**src/rtl/fft_fx_pkg.sv**
```systemverilog
// Shared fixed-point definitions for the FFT datapath blocks: default Q8.8 format,
// saturation limits and the fixed_divider state encoding.
package fft_fx_pkg;

   localparam int DEF_WORD_SIZE = 16;
   localparam int DEF_FRACTION  = 8;

   localparam logic [DEF_WORD_SIZE-1:0] Q_MAX = 16'h7FFF;
   localparam logic [DEF_WORD_SIZE-1:0] Q_MIN = 16'h8000;

   typedef enum logic [1:0] {
      IDLE,
      PREP,
      DIV,
      FIX
   } div_state_t;

endpackage

```
**src/rtl/div_restore_step.sv**
```systemverilog
// One combinational restoring-division step: shift in a dividend bit, trial-subtract
// the divisor and keep the difference only when it does not go negative.
module div_restore_step #(
   parameter int RW = 17
) (
   input  logic [RW-1:0] rem_in,
   input  logic [RW-1:0] divisor,
   input  logic          bit_in,
   output logic [RW-1:0] rem_out,
   output logic          q_bit
);

   logic [RW:0] shifted;

   // The true remainder always fits in RW bits, so the low-bit difference is exact.
   always_comb begin
      shifted = {rem_in, bit_in};
      q_bit   = (shifted >= {1'b0, divisor});
      rem_out = q_bit ? (shifted[RW-1:0] - divisor) : shifted[RW-1:0];
   end

endmodule

```
**src/rtl/fixed_divider.sv**
```systemverilog
// Sequential signed fixed-point divider (sign-magnitude restoring, one bit per clock).
// Define FIXED_DIVIDER_ROUND_EN to round half away from zero instead of truncating.
module fixed_divider
   import fft_fx_pkg::*;
#(
   parameter int WORD_SIZE = DEF_WORD_SIZE,
   parameter int FRACTION  = DEF_FRACTION
) (
   input  logic                 i_clk,
   input  logic                 i_rst_n,
   input  logic                 i_valid,
   input  logic [WORD_SIZE-1:0] i_A,
   input  logic [WORD_SIZE-1:0] i_B,
   output logic                 o_ready,
   output logic                 o_valid,
   output logic [WORD_SIZE-1:0] o_quot,
   output logic                 o_ovf,
   output logic                 o_dbz
);

   localparam int N  = WORD_SIZE + 1 + FRACTION;
   localparam int MW = WORD_SIZE + 1;
`ifdef FIXED_DIVIDER_ROUND_EN
   localparam int QW = N + 1;
`else
   localparam int QW = N;
`endif
   localparam int CW = $clog2(QW + 1);

   localparam logic [CW-1:0]        CNT_INIT = CW'(QW - 1);
   localparam logic [CW-1:0]        CNT_ONE  = CW'(1);
   localparam logic [MW-1:0]        MAG_ONE  = MW'(1);
   localparam logic [WORD_SIZE-1:0] W_ONE    = WORD_SIZE'(1);
   localparam logic [N:0]           POS_LIM  = (N+1)'((64'd1 << (WORD_SIZE-1)) - 64'd1);
   localparam logic [N:0]           NEG_LIM  = (N+1)'(64'd1 << (WORD_SIZE-1));
   localparam logic [WORD_SIZE-1:0] SAT_MAX  = {1'b0, {(WORD_SIZE-1){1'b1}}};
   localparam logic [WORD_SIZE-1:0] SAT_MIN  = {1'b1, {(WORD_SIZE-1){1'b0}}};

   div_state_t state_q, state_d;
   logic sa_q, sa_d, sb_q, sb_d, dbz_q, dbz_d;
   logic [MW-1:0] a_mag_q, a_mag_d, b_mag_q, b_mag_d, rem_q, rem_d;
   logic [N-1:0] dividend_q, dividend_d;
   logic [QW-1:0] quot_q, quot_d;
   logic [CW-1:0] cnt_q, cnt_d;
   logic ready_q, ready_d, valid_q, valid_d, ovf_q, ovf_d, out_dbz_q, out_dbz_d;
   logic [WORD_SIZE-1:0] out_quot_q, out_quot_d;

   logic [MW-1:0] a_ext, b_ext, step_rem;
   logic          step_bit, neg;
   logic [N:0]    qm;

   assign a_ext = {i_A[WORD_SIZE-1], i_A};
   assign b_ext = {i_B[WORD_SIZE-1], i_B};
   assign neg   = sa_q ^ sb_q;

   // With rounding the extra LSB of the quotient is the guard bit.
`ifdef FIXED_DIVIDER_ROUND_EN
   assign qm = {1'b0, quot_q[QW-1:1]} + {{N{1'b0}}, quot_q[0]};
`else
   assign qm = {1'b0, quot_q};
`endif

   div_restore_step #(
      .RW(MW)
   ) u_step (
      .rem_in (rem_q),
      .divisor(b_mag_q),
      .bit_in (dividend_q[N-1]),
      .rem_out(step_rem),
      .q_bit  (step_bit)
   );

   always_comb begin
      state_d    = state_q;
      sa_d       = sa_q;
      sb_d       = sb_q;
      dbz_d      = dbz_q;
      a_mag_d    = a_mag_q;
      b_mag_d    = b_mag_q;
      rem_d      = rem_q;
      dividend_d = dividend_q;
      quot_d     = quot_q;
      cnt_d      = cnt_q;
      ready_d    = ready_q;
      valid_d    = 1'b0;
      ovf_d      = ovf_q;
      out_dbz_d  = out_dbz_q;
      out_quot_d = out_quot_q;

      case (state_q)
         IDLE: begin
            if (i_valid) begin
               sa_d    = i_A[WORD_SIZE-1];
               sb_d    = i_B[WORD_SIZE-1];
               a_mag_d = i_A[WORD_SIZE-1] ? (~a_ext + MAG_ONE) : a_ext;
               b_mag_d = i_B[WORD_SIZE-1] ? (~b_ext + MAG_ONE) : b_ext;
               dbz_d   = (i_B == '0);
               ready_d = 1'b0;
               state_d = PREP;
            end
         end
         PREP: begin
            dividend_d = {a_mag_q, {FRACTION{1'b0}}};
            rem_d      = '0;
            quot_d     = '0;
            cnt_d      = CNT_INIT;
            state_d    = DIV;
         end
         DIV: begin
            rem_d      = step_rem;
            quot_d     = {quot_q[QW-2:0], step_bit};
            dividend_d = {dividend_q[N-2:0], 1'b0};
            cnt_d      = cnt_q - CNT_ONE;
            if (cnt_q == '0) begin
               state_d = FIX;
            end
         end
         FIX: begin
            if (dbz_q) begin
               out_quot_d = sa_q ? SAT_MIN : SAT_MAX;
               out_dbz_d  = 1'b1;
               ovf_d      = 1'b0;
            end else if (!neg && (qm > POS_LIM)) begin
               out_quot_d = SAT_MAX;
               out_dbz_d  = 1'b0;
               ovf_d      = 1'b1;
            end else if (neg && (qm > NEG_LIM)) begin
               out_quot_d = SAT_MIN;
               out_dbz_d  = 1'b0;
               ovf_d      = 1'b1;
            end else begin
               out_quot_d = neg ? (~qm[WORD_SIZE-1:0] + W_ONE) : qm[WORD_SIZE-1:0];
               out_dbz_d  = 1'b0;
               ovf_d      = 1'b0;
            end
            valid_d = 1'b1;
            ready_d = 1'b1;
            state_d = IDLE;
         end
         default: state_d = IDLE;
      endcase
   end

   always_ff @(posedge i_clk) begin
      if (!i_rst_n) begin
         state_q    <= IDLE;
         sa_q       <= 1'b0;
         sb_q       <= 1'b0;
         dbz_q      <= 1'b0;
         a_mag_q    <= '0;
         b_mag_q    <= '0;
         rem_q      <= '0;
         dividend_q <= '0;
         quot_q     <= '0;
         cnt_q      <= '0;
         ready_q    <= 1'b1;
         valid_q    <= 1'b0;
         ovf_q      <= 1'b0;
         out_dbz_q  <= 1'b0;
         out_quot_q <= '0;
      end else begin
         state_q    <= state_d;
         sa_q       <= sa_d;
         sb_q       <= sb_d;
         dbz_q      <= dbz_d;
         a_mag_q    <= a_mag_d;
         b_mag_q    <= b_mag_d;
         rem_q      <= rem_d;
         dividend_q <= dividend_d;
         quot_q     <= quot_d;
         cnt_q      <= cnt_d;
         ready_q    <= ready_d;
         valid_q    <= valid_d;
         ovf_q      <= ovf_d;
         out_dbz_q  <= out_dbz_d;
         out_quot_q <= out_quot_d;
      end
   end

   assign o_ready = ready_q;
   assign o_valid = valid_q;
   assign o_quot  = out_quot_q;
   assign o_ovf   = ovf_q;
   assign o_dbz   = out_dbz_q;

endmodule

```
**config.mk**
```make
export PLATFORM = sky130hd
export DESIGN_NAME = fixed_divider
export DESIGN_NICKNAME = d
export VERILOG_FILES = /design/src/rtl/fft_fx_pkg.sv /design/src/rtl/div_restore_step.sv /design/src/rtl/fixed_divider.sv
export SDC_FILE = /design/constraint.sdc
export NUM_CORES = 1
export LEC_CHECK = 0
export ABC_AREA = 1
export BUFFER_PORTS_ARGS = -buffer_cell sky130_fd_sc_hd__buf_2
export CAP_MARGIN = 10
export CORE_MARGIN = 2
export CORE_UTILIZATION = 45
export DETAILED_ROUTE_END_ITERATION = 10
export GPL_ROUTABILITY_DRIVEN = 0
export HOLD_SLACK_MARGIN = 0.08
export PLACE_DENSITY = 0.6
export SYNTH_ARGS = -nofsm -noshare
export SYNTH_HDL_FRONTEND = slang
export SYNTH_SLANG_ARGS = --single-unit
```
**constraint.sdc**
```tcl
create_clock -name i_clk -period 2.3 [get_ports i_clk]
set_clock_uncertainty 0.2 [all_clocks]
set_input_delay 0.69 -clock i_clk [delete_from_list [all_inputs] [get_ports i_clk]]
set_output_delay 0.69 -clock i_clk [all_outputs]
set_load 0.05 [all_outputs]
```
======== After elaboration in Yosys (flattened, before gate mapping) ========
Cells that the tools add are included.
word-level totals
  register bits ........................... 131
  latch bits .............................. 0
  memory bits (writable) .................. 0
  bits in read-only memories .............. 0
  input bits .............................. 35
  output and inout bits ................... 20
  word-level logic and storage cells ...... 65
  memories kept ........................... 0
operators by class
  $add $sub $neg .......................... 5
  multiply operators ...................... 0
  div/mod/pow operators ................... 0
  magnitude comparators ................... 3
  equal/unequal tests ..................... 5
  shifts and indexed selects .............. 0
  muxes and demuxes ....................... 22
  bitwise operators ....................... 4
  reductions and logical operators ........ 11
operator list
  kind                                                              count
  one-hot mux 25 bit (2 select lines)                               2
  2-to-1 mux 16 bit                                                 5
  2-to-1 mux 17 bit                                                 3
  adder 17 x 1 -> 17 bit (second input constant)                    2
  NOT 17 bit                                                        2
  one-hot mux 17 bit (2 select lines)                               1
  greater-than comparator 25 x 15 -> 1 bit (second input constant)  1
  greater-than comparator 25 x 16 -> 1 bit (second input constant)  1
  greater-or-equal comparator 18 x 17 -> 1 bit                      1
  subtractor 17 bit                                                 1
  adder 16 x 1 -> 16 bit (second input constant)                    1
  logical NOT 16 bit                                                1
  NOT 16 bit                                                        1
  one-hot mux 5 bit (2 select lines)                                1
  one-hot mux 2 bit (4 select lines)                                1
  2-to-1 mux 1 bit                                                  6
  AND reduction 2 bit                                               3
  logical NOT 5 bit                                                 1
  subtractor 5 x 1 -> 5 bit (second input constant)                 1
  equality test 2 bit (second input constant)                       2
  2-to-1 mux 2 bit                                                  2
  inequality test 2 bit (second input constant)                     2
  nonzero test 2 bit                                                2
  equality test 2 x 1 -> 1 bit (second input constant)              1
  other kinds (5)                                                   6

======== Depth between registers and ports, before layout ========
Gate-level depths: netlist (run 1).
  depth after elaboration ................. 6
  mapped depth ............................ 15
  mapped depth without buffers ............ 14

======== Hierarchy ========
Synthesis (run 1) repeated with hierarchy kept, for this count alone.
unflattened totals
  cells, all modules ...................... 1,170
  area total of the unflattened synthesis .. 7,377.1 um^2
by module, submodules not included
  module            times used  cells each  area an instance (um^2)  sequential area each (um^2)
  fixed_divider     1           869         5,909.4                  2,462.4
  div_restore_step  1           301         1,467.7                  0.0

======== Worst setup path before layout (run 1) ========
Ideal clock, no wire load.
  kind .................................... register to register
  from .................................... register dividend_q[24]
  to ...................................... register rem_q[12]
  setup time .............................. 0.068 ns
  data arrival time ....................... 1.772 ns
  data required time ...................... 2.032 ns
  path slack .............................. 0.260 ns
  stages on the path, launching flop included .. 14
  path buffers ............................ 1
  clock period less this slack ............ 2.040 ns
  cells stage by stage .................... dfxtp_1 inv_1 ha_1 fa_1 inv_1 nand3_1 nand3_2 nand2_2 nand2_4 inv_4 buf_6 nand2_4 nand3_2 a21oi_2
on the way
  cells in the longest elaborated chain, start to end .. 3
  elaborated cells between the ends (all ways) .. 4
  classes of those cells .................. add/sub (1); order compare (1); mux (2)
RTL lines
  item                                                                                      RTL line                                        text
  start, declared                                                                           fixed_divider.sv:42                             logic [N-1:0] dividend_q, dividend_d;
  start signal, assigned                                                                    fixed_divider.sv:169                            dividend_q <= dividend_d;
  subtractor 17 bit / greater-or-equal comparator 18 x 17 -> 1 bit (equally long branches)  div_restore_step.sv:19, div_restore_step.sv:18
  2-to-1 mux 17 bit (*)                                                                     div_restore_step.sv:19                          rem_out = q_bit ? (shifted[RW-1:0] - divisor) : shifted[RW-1:0];
  one-hot mux 17 bit (2 select lines) (*)                                                   fixed_divider.sv:90                             case (state_q)
  end signal, assigned                                                                      fixed_divider.sv:168                            rem_q <= rem_d;
  end, declared                                                                             fixed_divider.sv:41                             logic [MW-1:0] a_mag_q, a_mag_d, b_mag_q, b_mag_d, rem_q, rem_d;
Every way passes the cells marked *; elsewhere a longest branch is shown, timed or not.
A chain may end at the register's enable or synchronous reset.

======== Final worst setup path (run 1) ========
  from .................................... register b_mag_q[13]
  to ...................................... register rem_q[12]
on the way
  cells in the longest elaborated chain, start to end .. 3
RTL lines
  item                                          RTL line                text
  start, declared                               fixed_divider.sv:41
  start signal, assigned                        fixed_divider.sv:167    b_mag_q <= b_mag_d;
  greater-or-equal comparator 18 x 17 -> 1 bit  div_restore_step.sv:18  q_bit = (shifted >= {1'b0, divisor});
  2-to-1 mux 17 bit                             div_restore_step.sv:19
  one-hot mux 17 bit (2 select lines)           fixed_divider.sv:90
No other way between the ends.

==> results of run 1 <==
[layout make-up]
type | instances | share of cell area
inverter | 161 | 0.06832
tap | 216 | 0.03030
clock buffer | 17 | 0.04770
multi-input combinational | 810 | 0.4776
sequential | 123 | 0.2767
clock inverter | 15 | 0.01936
timing repair buffer | 101 | 0.08011
[worst paths after layout]
kind	start	to
min	a_mag_q[16]$_SDFFE_PN0P_	a_mag_q[16]$_SDFFE_PN0P_
max	b_mag_q[13]$_SDFFE_PN0P_	rem_q[12]$_SDFFE_PN0P_
max reg2reg	b_mag_q[13]$_SDFFE_PN0P_	rem_q[12]$_SDFFE_PN0P_
min reg2reg	a_mag_q[16]$_SDFFE_PN0P_	a_mag_q[16]$_SDFFE_PN0P_
[power by group]
part | internal [mW] | switching [mW] | leakage, nW | total (mW)
combinational | 1.79 | 3.10 | 2.93 | 4.89
clock | 1.70 | 1.04 | 0.289 | 2.74
sequential | 2.47 | 0.189 | 1.00 | 2.66
total | 5.96 | 4.33 | 4.23 | 10.3
[per-layer routing]
layer  global-route usage  wire length, um  share of wire  vias up
met5                    0                0              0        -
met4              0.06522              269          0.014        0
li1                     -                -              -     3775
met1               0.3077             9595           0.52     3296
met3              0.04114              519          0.028       21
met2               0.3444             8240           0.44       83
[repair_timing]
action | 4_1_cts | 5_1_grt
endpoints found under the setup margin | 0 | 20
hold buffers | 0 | 0
gates resized for setup | 0 | 35
setup buffers | 0 | 1
endpoints found under the hold margin | 0 | 0
[state kept, by name (all words and copies together), names as in the netlist, 2 cells and up]
signal,flops
state_q,2
o_quot,16
rem_q,17
quot_q,25
cnt_q,5
dividend_q,17
a_mag_q,17
b_mag_q,17
[logic make-up (layout without fill, tap and decap cells)]
kind of cell | after synthesis | in the layout | share of synthesized area
simple gates | 559 | 560 | 0.3246
buf+inv | 204 | 294 | 0.1090
flops | 123 | 123 | 0.3352
fa+ha+maj | 27 | 27 | 0.04701
xor+xnor | 28 | 28 | 0.03338
compound gates | 195 | 195 | 0.1507
[worst register-to-register path, cell delays in order (launching register included)]
cell     delay (ns)
dfxtp_1        0.34
inv_1          0.11
ha_4           0.31
nand2_2        0.08
nor2_2         0.16
nand2_2        0.09
nor3_4         0.21
nor2_4         0.06
nand2_4        0.13
inv_6          0.08
buf_4          0.14
nand2_4        0.05
nand3_2        0.07
a21oi_2        0.11
[through the flow]
stage	instances	setup TNS (ns)	setup WS, ns	instance area (um2)	hold WS (ns)
final	1443	0	0.08722	8919	0.2428
after global routing	1443	-0.2142	-0.03696	8919	0.2555
after floorplan	1136	0	0.2600	7346	0.2188
after CTS	1441	0	0.04365	8723	0.2417
after global placement	1409	0	0.02513	8125	0.2343
after detailed placement	1409	-0.04141	-0.03538	8125	0.2336
[cell usage in the layout, fill, tap and decap left out, drive strengths merged, types with 17 or more instances in the layout]
master and instances:
a21oi 103, buf 101, clkbuf 17, dfxtp 123, ha 26, inv 161
nand2 377, nand3 70, nor2 77, o21ai 58, xor2 18
==> flow_summary.ini, run 1 <==
[power]
power.leakage_nw = 4.225
total_power_mw = 10.29
vdd_ir_drop_max_mv = 0.5702
power_density_mw_per_mm2 = 1154

[timing]
fmax_mhz = 451.9
period_share = 0.9621
setup_viol = 0
drv_slew = 0
relSlewSlack = 0.6595
hold_viol_final = 0
tightest_slew_ns = 0.5095
period_minus_slack_ns = 2.213

[worst_setup_path]
endpoint_kind = flip-flop
cp_slowest_cell = dfxtp_1
ff2ff_setup_slack_ns = 0.09
crit_required_ns = 2.45
cp_max_fo = 8
crit_buf_inv = 3
reg2reg_depth = 13
startpoint_type = flip-flop
critPathTopFamily = simple AND/OR/NAND/NOR gates
cp.depth = 13
crit_type = flip-flop to flip-flop
cp_data_arrival_time_ns = 2.36
critical_path.cell_chain = inv_1 -> ha_4 -> nand2_2 -> nor2_2 -> nand2_2 -> nor3_4 -> nor2_4 -> nand2_4 -> inv_6 -> buf_4 -> nand2_4 -> nand3_2 -> a21oi_2
max_stage_delay_ns = 0.34

[clock_network]
clock_latency_ns = 0.42
cts_tree = yes
cts_buffers = 17
clk_pin_slew_ns = 0.06
cts-root-buf = clkbuf_16
clock_sinks = 123
cts_max_path_buffers = 2
cts.htree.levels = 4

[yosys]
synthCells = 1136
yosysMostFrequentCell = nand2_1
synth_top_cells_by_count = nand2_1, inv_1, dfxtp_1
synth-seq-cells = 123
synth_area_mm2 = 0.007346
post-synth-top-area-fraction = 0.3352
synthTopCellsByArea = dfxtp_1, nand2_1, inv_1
synth.distinct_cells = 42
yosysSeqAreaShare = 0.3352
synth-edff-count = 0
async_flop_share = 0
synth_warnings = 0
syn_nets = 1198
synth_area_leader_cell = dfxtp_1
avgSynthCellArea_um2 = 6.466
synth_ff_type = dfxtp_1

[cells_and_area]
multi_input_area_mm2 = 0.004259
nets = 1276
area_growth_pct = 21.41
antennaDiodeCount = 0
fin_util = 0.5594
fillCellCount = 1650
layout-drive-gt1-share = 0.1744
regArea_mm2 = 0.002467

[floorplan]
ios = 55
die_h_um = 131.8
rows = 46
core_area_mm2 = 0.01594
dieArea_mm2 = 0.01736
die_x_um = 131.8
initial_core_util = 0.4608

[drt]
postRouteWirelength_um = 18630
vias_per_cell = 4.972
drc = 0
antenna_left = 0
via_count = 7175
drt_iter0_drc = 470
dr.pass1.iters = 4
wire_per_inst_um = 12.91

[worst_hold_path]
whs_path_depth = 2
hold_class = flip-flop to flip-flop

[run]
cap_viol_max_count = 0

[placement]
numPortBuffers = 54
hpwlAfterDp_um = 13390

[global_route]
grt_max_degree = 57
grt_pass1_vias = 6762
gr-usage-all-layers = 0.2195
gr-total-overflow = 0
antenna_found_initial = 0
grt_pass1_wl_um = 31760

[outcome]
outcome = complete, no violations
Power figures use the tool's default switching activity.
==> inputs of run 2 (changes only) <==
--- a/config.mk
+++ b/config.mk
@@ -6,7 +6,7 @@
 export NUM_CORES = 1
 export LEC_CHECK = 0
 export ABC_AREA = 1
-export BUFFER_PORTS_ARGS = -buffer_cell sky130_fd_sc_hd__buf_2
+export BUFFER_PORTS_ARGS = -buffer_cell sky130_fd_sc_hd__buf_4
 export CAP_MARGIN = 10
 export CORE_MARGIN = 2
 export CORE_UTILIZATION = 45
==> run 2 against run 1 <==
Effect of this change: routed wire length is 2.2% higher; utilization grew 1.2 points; combinational power grew 6.1%; critical path type unchanged; first-iteration DRC count down 7.7%; largest cell class unchanged; highest routed layer unchanged; largest power group unchanged.
==> flow_summary.ini, run 2 (synthesis gave the netlist of run 1 again) <==
[timing]
drv_slew = 0
relSlewSlack = 0.6405
period_minus_slack_ns = 2.201
fmax_mhz = 454.4
setup_viol = 0
tightest_slew_ns = 0.5380
hold_viol_final = 0
period_share = 0.9569

[placement]
numPortBuffers = 54
hpwlAfterDp_um = 13530

[cells_and_area]
multi_input_area_mm2 = 0.004288
layout-drive-gt1-share = 0.1743
largest_reg_flops = 25
fillCellCount = 1626
mostFrequentLayoutCell = nand2_1
area_growth_pct = 23.91
nets = 1279
top_register = quot_q
regArea_mm2 = 0.002466
antennaDiodeCount = 0
mostFrequentLayoutCells = nand2_1, inv_1, dfxtp_1, buf_4, a21oi_1
fin_util = 0.5709

[floorplan]
rows = 46
die_x_um = 131.8
die_h_um = 131.8
ios = 55
initial_core_util = 0.4608
core_area_mm2 = 0.01594
dieArea_mm2 = 0.01736

[global_route]
grt_pass1_wl_um = 31230
antenna_found_initial = 0
grt_max_degree = 58
gr-usage-all-layers = 0.2168
gr-total-overflow = 0
grt_pass1_vias = 6645

[clock_network]
cts_tree = yes
clock_sinks = 123
cts.htree.levels = 4
cts_buffers = 17
clk_pin_slew_ns = 0.06
cts_hold_buf = 0
cts_max_path_buffers = 2
clock_latency_ns = 0.42
cts-root-buf = clkbuf_16

[power]
power.leakage_nw = 4.278
vdd_ir_drop_max_mv = 0.6063
total_power_mw = 10.45
power_density_mw_per_mm2 = 1148

[worst_hold_path]
hold_class = flip-flop to flip-flop

[worst_setup_path]
critical_path.cell_chain = ha_2 -> fa_1 -> inv_1 -> nand3_1 -> nand3_2 -> nand2_4 -> buf_4 -> nand2_2 -> nand3_1 -> nand3_2 -> a21oi_2
critPathTopFamily = adder cells
cp_slowest_cell = fa_1
crit_buf_inv = 2
endpoint_kind = flip-flop
cp_data_arrival_time_ns = 2.30
crit_type = flip-flop to flip-flop
max_stage_delay_ns = 0.40
cp_max_fo = 4
startpoint_type = flip-flop
crit_required_ns = 2.40

[drt]
drt_iter0_drc = 434
drc = 0
dr.pass1.iters = 5
via_count = 7228
vias_per_cell = 5.006
wire_per_inst_um = 13.18
antenna_left = 0
postRouteWirelength_um = 19040

[outcome]
outcome = complete, no violations

[run]
cap_viol_max_count = 0
run 2: cell types whose count changed in the layout (fill, tap and decap cells not counted), sizes merged:
cell      change
buf           +3
bufinv        -1
clkbuf        +6
clkinv        -3
clkinvlp      -2
inv           -2
run 2: final timing paths:
kind | from | end | slack [ns] | depth (start not counted)
worst max-delay path | b_mag_q[0]$_SDFFE_PN0P_ | rem_q[12]$_SDFFE_PN0P_ | 0.1 | 11
worst min-delay path | a_mag_q[16]$_SDFFE_PN0P_ | a_mag_q[16]$_SDFFE_PN0P_ | 0.24 | 2
worst max register to register | b_mag_q[0]$_SDFFE_PN0P_ | rem_q[12]$_SDFFE_PN0P_ | 0.1 | 11
worst min register to register | a_mag_q[16]$_SDFFE_PN0P_ | a_mag_q[16]$_SDFFE_PN0P_ | 0.24 | 2
run 2: layout make-up:
type | count | area share
clock inverters | 7 | 0.01003
multi-input cells | 810 | 0.4711
repair buffers | 104 | 0.09856
clock buffers | 23 | 0.05251
flip-flops and latches | 123 | 0.2709
inverters | 161 | 0.06722
well taps | 216 | 0.02969
run 2: power by group:
part           internal [mW]  switching (mW)  total [mW]
Sequential              2.47           0.193        2.66
Clock                   1.66           0.936        2.60
Combinational           1.99            3.20        5.19
Total                   6.12            4.33        10.5
run 2: stage by stage:
stage	worst slack (ns)	hold slack, ns	TNS, ns	cells	cell area (um2)
6_report	0.09919	0.2382	0	1444	9102
5_1_grt	-0.01427	0.2613	-0.03840	1444	9102
4_1_cts	0.01878	0.2409	0	1438	8847
3_5_place_dp	-0.1220	0.2337	-0.3996	1408	8278
3_3_place_gp	-0.06620	0.2284	-0.1894	1408	8278
2_1_floorplan	0.2600	0.2188	0	1136	7346
run 2: tightest hold or removal path, stage by stage (launching register included):
cell	delay, ns
dfxtp_1	0.29
nand2_1	0.06
nor2_1	0.04
run 2: metal layers:
| metal | global-route usage | vias to the layer above | share of wire |
|---|---|---|---|
| met5 | 0 | - | 0 |
| met3 | 0.04191 | 16 | 0.037 |
| met2 | 0.3522 | 116 | 0.45 |
| met1 | 0.2962 | 3321 | 0.50 |
| li1 | - | 3775 | - |
| met4 | 0.05616 | 0 | 0.011 |
run 2: timing repair:
item                       in CTS  in global routing
setup buffers                   0                  5
gates resized for setup         0                 42
setup endpoints to repair       0                 17
==> inputs of run 3 (changes only) <==
==> constraint.sdc (replaced) <==
create_clock -name i_clk -period 2.3 [get_ports i_clk]
set_clock_uncertainty 0.2 [all_clocks]
set_input_delay 0.23 -clock i_clk [delete_from_list [all_inputs] [get_ports i_clk]]
set_output_delay 0.23 -clock i_clk [all_outputs]
set_load 0.05 [all_outputs]
==> run 3 against run 2 <==
Effect of this change: clock power grew 4%; register-to-register slack better by 0.05 ns; clock-buffer cell count fell by 6; cell area up 1.6%; sequential share of layout area down 0.45 points; critical path depth increased by 3; sequential power barely moved; first-iteration DRC count down 6.5%; non-clock buffer count grew 13; highest routed layer unchanged; setup slack gained 0.051 ns; total power decreased by 3.4%; maximum frequency rose by 2.4%.
==> flow_summary.ini, run 3 (synthesis gave the netlist of run 1 again) <==
[power]
vdd_ir_drop_max_mv = 0.7698
power_density_mw_per_mm2 = 1091
power.leakage_nw = 4.322
total_power_mw = 10.09

[worst_setup_path]
cp_max_fo = 9
endpoint_kind = flip-flop
crit_type = flip-flop to flip-flop
crit_required_ns = 2.45
startpoint_type = flip-flop
cp_data_arrival_time_ns = 2.30

[clock_network]
clock_sinks = 123
cts_buffers = 17
cts_setup_buffers = 0
cts_tree = yes
cts_max_path_buffers = 2
clock_latency_ns = 0.42
cts-root-buf = clkbuf_16
clk_pin_slew_ns = 0.06
cts.htree.levels = 4

[cells_and_area]
area_growth_pct = 25.89
multi_input_area_mm2 = 0.004272
layout-drive-gt1-share = 0.1521
largest_reg_flops = 25
mostFrequentLayoutCell = nand2_1
top_register = quot_q
antennaDiodeCount = 0
mostFrequentLayoutCells = nand2_1, inv_1, dfxtp_1, a21oi_1, buf_4
nets = 1292
fillCellCount = 1591
stdcell_area_mm2 = 0.009248
regArea_mm2 = 0.002464

[timing]
period_share = 0.9347
fmax_mhz = 465.2
relSlewSlack = 0.6734
period_minus_slack_ns = 2.150
drv_slew = 0
setup_viol = 0
hold_viol_final = 0
timing.setup.tns_ns = 0
tightest_slew_ns = 0.4899

[drt]
via_count = 7257
vias_per_cell = 4.974
wire_per_inst_um = 13.14
met1_length_um = 9111
postRouteWirelength_um = 19180
met3WireLength_um = 740
drc = 0
antenna_left = 0
drt_iter0_drc = 406
dr.pass1.iters = 4
highest-signal-layer = met4
met2_length_um = 9154

[global_route]
antenna_found_initial = 0
grt_max_degree = 58
gr-total-overflow = 0
grt_pass1_vias = 6781
grt_pass1_wl_um = 32820
gr-usage-all-layers = 0.2287

[placement]
place_area_mm2 = 0.008073
numPortBuffers = 54
hpwlAfterDp_um = 13620

[floorplan]
dieArea_mm2 = 0.01736
die_x_um = 131.8
core_area_mm2 = 0.01594
initial_core_util = 0.4608
ios = 55
rows = 46
die_h_um = 131.8

[outcome]
outcome = complete, no violations

[worst_hold_path]
hold_class = input pin to flip-flop

[run]
cap_viol_max_count = 0
run 3: cell types whose count changed in the layout (fill, tap and decap cells not counted), moves of 3 or more:
cell           before  now
buf_4              94   75
clkinv_4            1    5
clkbuf_1            3    0
nor2_4              4    1
buf_12              9    4
a21oi_2            15   12
a21oi_1            88   91
nand2_2            21   18
dlygate4sd3_1       0   37
clkbuf_8            3    0
run 3: metrics by stage:
stage          cells  hold slack [ns]  worst slack (ns)  utilization
3_3_place_gp    1389           0.2327            0.1169       0.5064
2_1_floorplan   1136           0.1738            0.2600            -
6_report        1459           0.1495            0.1502       0.5801
5_1_grt         1459           0.1868          -0.02580       0.5801
4_1_cts         1458           0.1365          0.004246       0.5673
3_5_place_dp    1389           0.2397           0.07794       0.5064
run 3: routing by layer:
metal  vias up  track usage
met5         -            0
met4         0      0.05133
met3        17      0.04844
met2       126       0.3790
met1      3307       0.3071
li1       3807            -
run 3: worst max-delay path: stages (launching register included):
cell     delay (ns)
dfxtp_1        0.34
inv_1          0.05
ha_1           0.32
nand2_2        0.11
inv_1          0.05
nand2_1        0.06
nand2_1        0.06
nand2_1        0.05
nand2_1        0.09
nor2_4         0.21
nand2_8        0.11
buf_6          0.15
nand2_1        0.07
nand3_2        0.08
a21oi_2        0.12
run 3: report_power, final:
group	internal [mW]	switching, mW	leakage, nW	total (mW)
sequential	2.47	0.187	1.00	2.65
combinational	1.64	3.09	3.02	4.73
clock	1.70	1.01	0.297	2.71
run 3: cell type report:
| type | count | share of cell area |
|---|---|---|
| multi-input combinational | 810 | 0.4619 |
| sequential | 123 | 0.2664 |
| timing repair buffer | 117 | 0.1108 |
| inverter | 161 | 0.06670 |
| clock buffer | 17 | 0.04600 |
| tap | 216 | 0.02922 |
| clock inverter | 15 | 0.01894 |
run 3: what timing repair did:
action | 4_1_cts | 5_1_grt
hold endpoints to repair | 50 | 0
resized for setup | 0 | 36
hold buffers | 37 | 0
endpoints found under the setup margin | 0 | 23
run 3: final timing paths:
check | startpoint | to | slack (ns) | cells past startpoint
setup / recovery | b_mag_q[12]$_SDFFE_PN0P_ | rem_q[2]$_SDFFE_PN0P_ | 0.15 | 14
hold / removal | i_A[12] | a_mag_q[12]$_SDFFE_PN0P_ | 0.15 | 5
setup reg to reg | b_mag_q[12]$_SDFFE_PN0P_ | rem_q[2]$_SDFFE_PN0P_ | 0.15 | 14
hold reg to reg | a_mag_q[16]$_SDFFE_PN0P_ | a_mag_q[16]$_SDFFE_PN0P_ | 0.24 | 2
